File: src/rtl/vga_text_display.sv
// rtl/vga_text_display.sv - 80x30 text-mode scan-out engine with 640x480 VGA timing
module vga_text_display #(
    parameter int H_VISIBLE    = 640,
    parameter int H_FRONT      = 16,
    parameter int H_SYNC       = 96,
    parameter int H_BACK       = 48,
    parameter int V_VISIBLE    = 480,
    parameter int V_FRONT      = 10,
    parameter int V_SYNC       = 2,
    parameter int V_BACK       = 33,
    parameter int COLS         = 80,
    parameter int ROWS         = 30,
    parameter int BLINK_FRAMES = 32
) (
    input  logic        clock,
    input  logic        reset,
    input  logic        pixelTick,
    output logic [15:0] displayAddr,
    input  logic [31:0] displayData,
    output logic [11:0] fontAddr,
    input  logic [7:0]  fontRow,
    output logic [3:0]  vgaRed,
    output logic [3:0]  vgaGreen,
    output logic [3:0]  vgaBlue,
    output logic        hsync,
    output logic        vsync,
    output logic        frameEnd
);

    localparam int H_TOTAL = H_VISIBLE + H_FRONT + H_SYNC + H_BACK;
    localparam int V_TOTAL = V_VISIBLE + V_FRONT + V_SYNC + V_BACK;

    localparam logic [9:0] H_LAST   = 10'(H_TOTAL - 1);
    localparam logic [9:0] H_VIS    = 10'(H_VISIBLE);
    localparam logic [9:0] HS_START = 10'(H_VISIBLE + H_FRONT);
    localparam logic [9:0] HS_END   = 10'(H_VISIBLE + H_FRONT + H_SYNC);
    localparam logic [9:0] V_LAST   = 10'(V_TOTAL - 1);
    localparam logic [9:0] V_VIS    = 10'(V_VISIBLE);
    localparam logic [9:0] VS_START = 10'(V_VISIBLE + V_FRONT);
    localparam logic [9:0] VS_END   = 10'(V_VISIBLE + V_FRONT + V_SYNC);
    localparam logic [6:0] COL_LIM  = 7'(COLS);
    localparam logic [4:0] ROW_LIM  = 5'(ROWS);

    localparam int FW = (BLINK_FRAMES > 1) ? $clog2(BLINK_FRAMES) : 1;
    localparam logic [FW-1:0] FRAME_LAST = FW'(BLINK_FRAMES - 1);

    logic [9:0]    h_count;
    logic [9:0]    v_count;
    logic          line_end;
    logic          frame_wrap;

    logic [6:0]    col;
    logic [4:0]    row;
    logic          visible;
    logic          hs0;
    logic          vs0;
    logic [15:0]   addr_calc;

    logic [16:0]   cell_reg;
    logic [2:0]    px1;
    logic [3:0]    gr1;
    logic          vis1;
    logic          hs1;
    logic          vs1;

    logic          pix_on;
    logic [3:0]    colour;
    logic [11:0]   rgb_next;
    logic [11:0]   rgb;

    logic [FW-1:0] frame_count;
    logic          blink_phase;

    // Upper cell bits carry nothing the display uses.
    logic          unused_cell_bits;
    assign unused_cell_bits = ^displayData[31:17];

    // IRGB colour to 4-bit-per-channel RGB: intensity lifts both lit and dark levels.
    function automatic logic [11:0] expand_colour(input logic [3:0] c);
        logic [3:0] lit;
        logic [3:0] dim;
        lit = c[3] ? 4'hF : 4'hA;
        dim = c[3] ? 4'h5 : 4'h0;
        return {c[2] ? lit : dim, c[1] ? lit : dim, c[0] ? lit : dim};
    endfunction

    assign line_end   = (h_count == H_LAST);
    assign frame_wrap = line_end && (v_count == V_LAST);

    // Raster position: horizontal counter with vertical carry at line end.
    always_ff @(posedge clock) begin
        if (reset) begin
            h_count <= 10'd0;
            v_count <= 10'd0;
        end else if (pixelTick) begin
            if (line_end) begin
                h_count <= 10'd0;
                v_count <= (v_count == V_LAST) ? 10'd0 : v_count + 10'd1;
            end else begin
                h_count <= h_count + 10'd1;
            end
        end
    end

    // Stage 0: cell address (row*80 as shifts) and raw syncs from the counters.
    always_comb begin
        col       = h_count[9:3];
        row       = v_count[8:4];
        visible   = (h_count < H_VIS) && (v_count < V_VIS) && (col < COL_LIM) && (row < ROW_LIM);
        addr_calc = ({11'd0, row} << 6) + ({11'd0, row} << 4) + {9'd0, col};
        displayAddr = visible ? addr_calc : 16'd0;
        hs0 = !((h_count >= HS_START) && (h_count < HS_END));
        vs0 = !((v_count >= VS_START) && (v_count < VS_END));
    end

    // Stage 1: capture the cell word together with its pixel position and syncs.
    always_ff @(posedge clock) begin
        if (reset) begin
            cell_reg <= 17'd0;
            px1      <= 3'd0;
            gr1      <= 4'd0;
            vis1     <= 1'b0;
            hs1      <= 1'b1;
            vs1      <= 1'b1;
        end else if (pixelTick) begin
            cell_reg <= displayData[16:0];
            px1      <= h_count[2:0];
            gr1      <= v_count[3:0];
            vis1     <= visible;
            hs1      <= hs0;
            vs1      <= vs0;
        end
    end

    assign fontAddr = {cell_reg[7:0], gr1};

    // Stage 2 select: glyph bit (MSB leftmost), blink masking, fg/bg choice.
    always_comb begin
        pix_on   = fontRow[3'd7 - px1] && !(cell_reg[16] && blink_phase);
        colour   = pix_on ? cell_reg[11:8] : cell_reg[15:12];
        rgb_next = vis1 ? expand_colour(colour) : 12'h000;
    end

    // Stage 2: output registers, syncs kept aligned with the pixel they belong to.
    always_ff @(posedge clock) begin
        if (reset) begin
            rgb   <= 12'h000;
            hsync <= 1'b1;
            vsync <= 1'b1;
        end else if (pixelTick) begin
            rgb   <= rgb_next;
            hsync <= hs1;
            vsync <= vs1;
        end
    end

    assign vgaRed   = rgb[11:8];
    assign vgaGreen = rgb[7:4];
    assign vgaBlue  = rgb[3:0];

    // Frame strobe: high for the single clock of the wrapping tick only.
    always_ff @(posedge clock) begin
        if (reset) begin
            frameEnd <= 1'b0;
        end else begin
            frameEnd <= pixelTick && frame_wrap;
        end
    end

    // Blink timebase: toggles phase every BLINK_FRAMES frame wraps.
    always_ff @(posedge clock) begin
        if (reset) begin
            frame_count <= '0;
            blink_phase <= 1'b0;
        end else if (pixelTick && frame_wrap) begin
            if (frame_count == FRAME_LAST) begin
                frame_count <= '0;
                blink_phase <= ~blink_phase;
            end else begin
                frame_count <= frame_count + FW'(1);
            end
        end
    end

endmodule

File: config.mk
export PLATFORM = sky130hd
export DESIGN_NAME = vga_text_display
export DESIGN_NICKNAME = d
export VERILOG_FILES = /design/src/rtl/vga_text_display.sv
export SDC_FILE = /design/constraint.sdc
export NUM_CORES = 1
export LEC_CHECK = 0
export CAP_MARGIN = 20
export CORE_MARGIN = 10
export CORE_UTILIZATION = 40
export CTS_CLUSTER_SIZE = 12
export DETAILED_ROUTE_END_ITERATION = 10
export MAX_ROUTING_LAYER = met4
export PLACE_DENSITY = 0.77
export SETUP_SLACK_MARGIN = 0.15
export SLEW_MARGIN = 20
export SYNTH_ARGS = -nofsm -noshare
export SYNTH_HDL_FRONTEND = slang
export SYNTH_SLANG_ARGS = --single-unit
File: constraint.sdc
create_clock -name clock -period 7.3 [get_ports clock]
set_input_delay 1.46 -clock clock [delete_from_list [all_inputs] [get_ports clock]]
set_output_delay 1.46 -clock clock [all_outputs]
set_load 0.005 [all_outputs]
# Word level (Yosys, flattened, before mapping)
# Index checks and enable logic that the tools add are counted.
dict set report classes {
  n_mux 13
  n_addsub 6
  magnitude_cmp 9
  bitwise_logic 1
  n_reduce_logical 14
  n_eq_ne 3
}
# op count
set op_table {}
lappend op_table {{adder 10 x 1 -> 10 bit, second input constant} 2}
lappend op_table {{== test 10 bit, second input constant} 2}
lappend op_table {{less-than comparator 10 bit, second input constant} 2}
lappend op_table {{less-than comparator 10 x 9 -> 1 bit, second input constant} 2}
lappend op_table {{2-to-1 mux 10 bit} 2}
lappend op_table {{2-to-1 mux 4 bit} 4}
lappend op_table {{adder 12 x 7 -> 13 bit} 1}
lappend op_table {{2-to-1 mux 13 bit} 1}
lappend op_table {{adder 11 x 9 -> 12 bit} 1}
lappend op_table {{2-to-1 mux 12 bit} 1}
lappend op_table {{>= comparator 10 bit, second input constant} 1}
lappend op_table {{>= comparator 10 x 9 -> 1 bit, second input constant} 1}
lappend op_table {{logical AND 1 bit} 9}
lappend op_table {{less-than comparator 7 bit, second input constant} 1}
lappend op_table {{2-to-1 mux 3 bit} 2}
lappend op_table {{adder 5 x 1 -> 5 bit, second input constant} 1}
lappend op_table {{== test 5 bit, second input constant} 1}
lappend op_table {{less-than comparator 5 bit, second input constant} 1}
lappend op_table {{2-to-1 mux 5 bit} 1}
lappend op_table {{less-than comparator 3 x 4 -> 1 bit, second input constant} 1}
lappend op_table {{AND reduction 2 bit} 2}
lappend op_table {{binary-select mux 1 bit (select 3 bit)} 1}
lappend op_table {{logical NOT 1 bit} 3}
lappend op_table {{subtractor 3 bit, first input constant} 1}
lappend op_table {{2 further kinds} 2}
dict set report word_totals {
  elab_cells 60
  register_bits 68
}

# Longest topological paths before layout
dict set report logic_depth {
  ltp_word 8
  mapped_depth 10
  mapped_depth_nobuf 9
}

# Worst setup path after synthesis
# No wires, ideal clock.
dict set report synth_path {
  path_type {reg2out}
  from {register v_count[4]}
  to {output port displayAddr[10]}
  arrival_time_ns 2.180
  n_path_buf 1
  path_slack_ns 3.660
  stages_incl_launch_ff 11
  required_time_ns 5.840
  path_cell_list {dfxtp_1 > clkbuf_2 > inv_1 > fa_1 > inv_1 > ha_1 > a211oi_1 > o21bai_1 > a21oi_1 > xor2_1 > nor2_1}
}
dict set report synth_between {
  elab_chain_cells 5
}
# element line
set synth_lines {}
lappend synth_lines {{start: declaration} 48} ;# logic [9:0] v_count;
lappend synth_lines {{start signal: assignment} 98} ;# v_count <= (v_count == V_LAST) ? 10'd0 : v_count + 10'd1;
lappend synth_lines {{branches (longest 4 deep; another with adder 12 x 7 -> 13 bit)} --}
lappend synth_lines {{2-to-1 mux 13 bit *} 111} ;# displayAddr = visible ? addr_calc : 16'd0;
lappend synth_lines {{end: declaration} 18} ;# output logic [15:0] displayAddr,
# Every way passes the cells marked *.

# Final worst setup path
# Same ends and word-level chain as after synthesis.

==> results.ini <==
[status]
status=complete, no violations

[worst_setup_path]
r2r_slack_ns=5.03
critPathLaunchType=flip-flop
arrival_ns=3.21
worst-setup-path-type=flip-flop to output pin
path_depth=10
required_ns=5.84
critical_path_buf_inv_count=3
worst-path-max-fanout=9
end_kind=output pin
cpMaxStageDelayCell=fa_1
cp_cell_sequence=inv_1 > fa_1 > inv_1 > ha_1 > a211oi_1 > o21bai_1 > a21oi_1 > xor2_1 > nor2_1 > clkdlybuf4s50_1
r2r_cells=6
crit_path_frequent_cell=inv_1
crit_family=adder cells
slowest_delay_ns=0.58

[sta]
finalHoldViolations=0
worst_slack_ns=2.63
report.final.setup_viol=0
fin_crit_sh_pct=64.0
slew_headroom_pct=30.4
fmax_ghz=0.214
clock_skew_ns=0.00693
worst_slew_pin_slew_ns=1.04
slew_viol_final=0
rsz0062_at_grt=false
min_period_ns=4.67
tns_ns=0

[job]
cap_violations=0

[die]
die_area_um2=11900
core_um2=7730
die_x_um=109
start_util_pct=41.1
rows=32
fp.dieH_um=109
io_pins=86

[grt]
grt_pass1_wl_mm=11.4
antenna_found_initial=0
overflow=0
grt_max_degree=46
grt_use_total_pct=12.2
first_global_vias=2454

[power]
seqPwrFrac_pct=51.9
p_comb_share_pct=8.6
ir_worst_vdd_v=0.000133
p_leak_nw=1.56
p_int_uw=499
swShare_pct=24.2
power_density_nw_per_um2=171
p_sw_uw=159
clockPowerShare_pct=39.5

[cts]
post-cts-setup-buffer-count=0
clk_latency_ns=0.34
cts_hold_buf=0
clkTransAtPathRegs_ns=0.07
numCtsBuffers=9
ctsRootBufferMaster=clkbuf_8
cts_sinks=60
htree_levels=3
cts_tree=done
cts_resized=0
cts_buffer_depth=2

[placed_design]
port_buffers=66
hpwl_mm=4.97
place_inst=486
place.gp.congestion=0.838
place_ws_ns=2.97

[hold_path]
worstHoldPathType=flip-flop to flip-flop
hold_depth=1

[synth]
synth_seq_area_share_pct=37.8
syn_area_um2=3170
avgSynthCellArea_um2=9.04
synth-edff-count=0
async_flop_share_pct=0
postSynthCellCount=351
yosysWarnings=0
yosys-top-cells-area=dfxtp_1, mux2i_1, nor2_1
synth_top_area_share_pct=37.8
dominantRegCellSynth=dfxtp_1
yosys.area.top_type=dfxtp_1
ys_top_cells_by_count=dfxtp_1, nor2_1, mux2i_1
synthMostInstantiatedCell=dfxtp_1
synth_seq_cells=60
synth_cell_type_count=50

[cells_and_area]
multi_input_comb_area_um2=1640
nFillCells=706
drive_above_1_share_pct=7.50
syn_to_final_growth_pct=21.6
diodes=0
regArea_um2=1200
largest_reg_flops=17
fin_cells=502
fin_nets=455

[route]
wire_per_inst_um=13.4
drt_iter0_drc=43
num_vias=2409
via_per_inst=4.80
firstDrtPassIters=4
totalWireLength_mm=6.75
drtAntennaViolNets=0
drc=0

power groups by stage:
stage | Sequential, mW | Clock, mW | Combinational (mW)
after floorplan | 0.348 | 0 | 0.0362
after global placement | 0.349 | 0 | 0.0561
after detailed placement | 0.349 | 0 | 0.0574
after CTS | 0.342 | 0.268 | 0.0576
after global routing | 0.343 | 0.280 | 0.0623
final | 0.342 | 0.260 | 0.0565
area by class of cell:
cell class	count	share of cell area, %
clock inverters	5	0.713
inverters	15	1.46
clock buffers	11	3.66
flip-flops and latches	60	31.1
well taps	102	3.31
multi-input cells	242	42.6
repair buffers	67	17.2
stage by stage:
step	util [%]	cell area, µm²	hold WS (ns)	power [mW]
final	50.0	3860	0.470	0.658
after global routing	50.0	3860	0.493	0.685
after CTS	50.0	3860	0.475	0.667
after detailed placement	47.8	3690	0.459	0.407
after global placement	47.8	3690	0.445	0.405
after floorplan	-	3190	0.431	0.384
cells by family after synthesis:
family                   Yosys count  share of synthesized area [%]
AND/OR/NAND/NOR                  137                           22.0
flip-flops                        60                           37.8
buffers and inverters             52                           10.8
AO/OA/AOI/OAI                     33                           6.35
multiplexers                      33                           10.8
XOR/XNOR                          18                           4.97
adder cells (fa/ha/maj)           17                           7.17
other                              1                          0.118
routing by layer:
metal | vias up | global-route usage [%] | routed length, µm
met5 | - | - | 0
met4 | 0 | 5.46 | 142
met3 | 13 | 4.13 | 320
met2 | 43 | 20.0 | 3340
met1 | 1104 | 13.2 | 2950
li1 | 1249 | - | -
cells in the final DEF, fill, tap and decap left out, types with 3 or more instances in the layout:
cell             count
and2_1               4
conb_1               4
mux2i_1             32
nand3_1             10
nor3_1               6
nor2_1              57
nor2b_1              4
nand2b_1             3
dfxtp_1             60
ha_1                15
xnor2_1              9
inv_1               15
o21ai_0             12
clkdlybuf4s50_1     65
or2_2                3
nand4_1              8
xor2_1               9
clkbuf_8            10
clkinv_2             4
a21oi_1             11
nand2_1             22
final timing paths:
| path | from | endpoint |
|---|---|---|
| max | v_count[4] | displayAddr[10] |
| min reg2reg | vs1 | vsync |
| min | vs1 | vsync |
| max reg2reg | h_count[0] | frame_count[2] |
No activity file was read; power rests on OpenSTA's default activity.
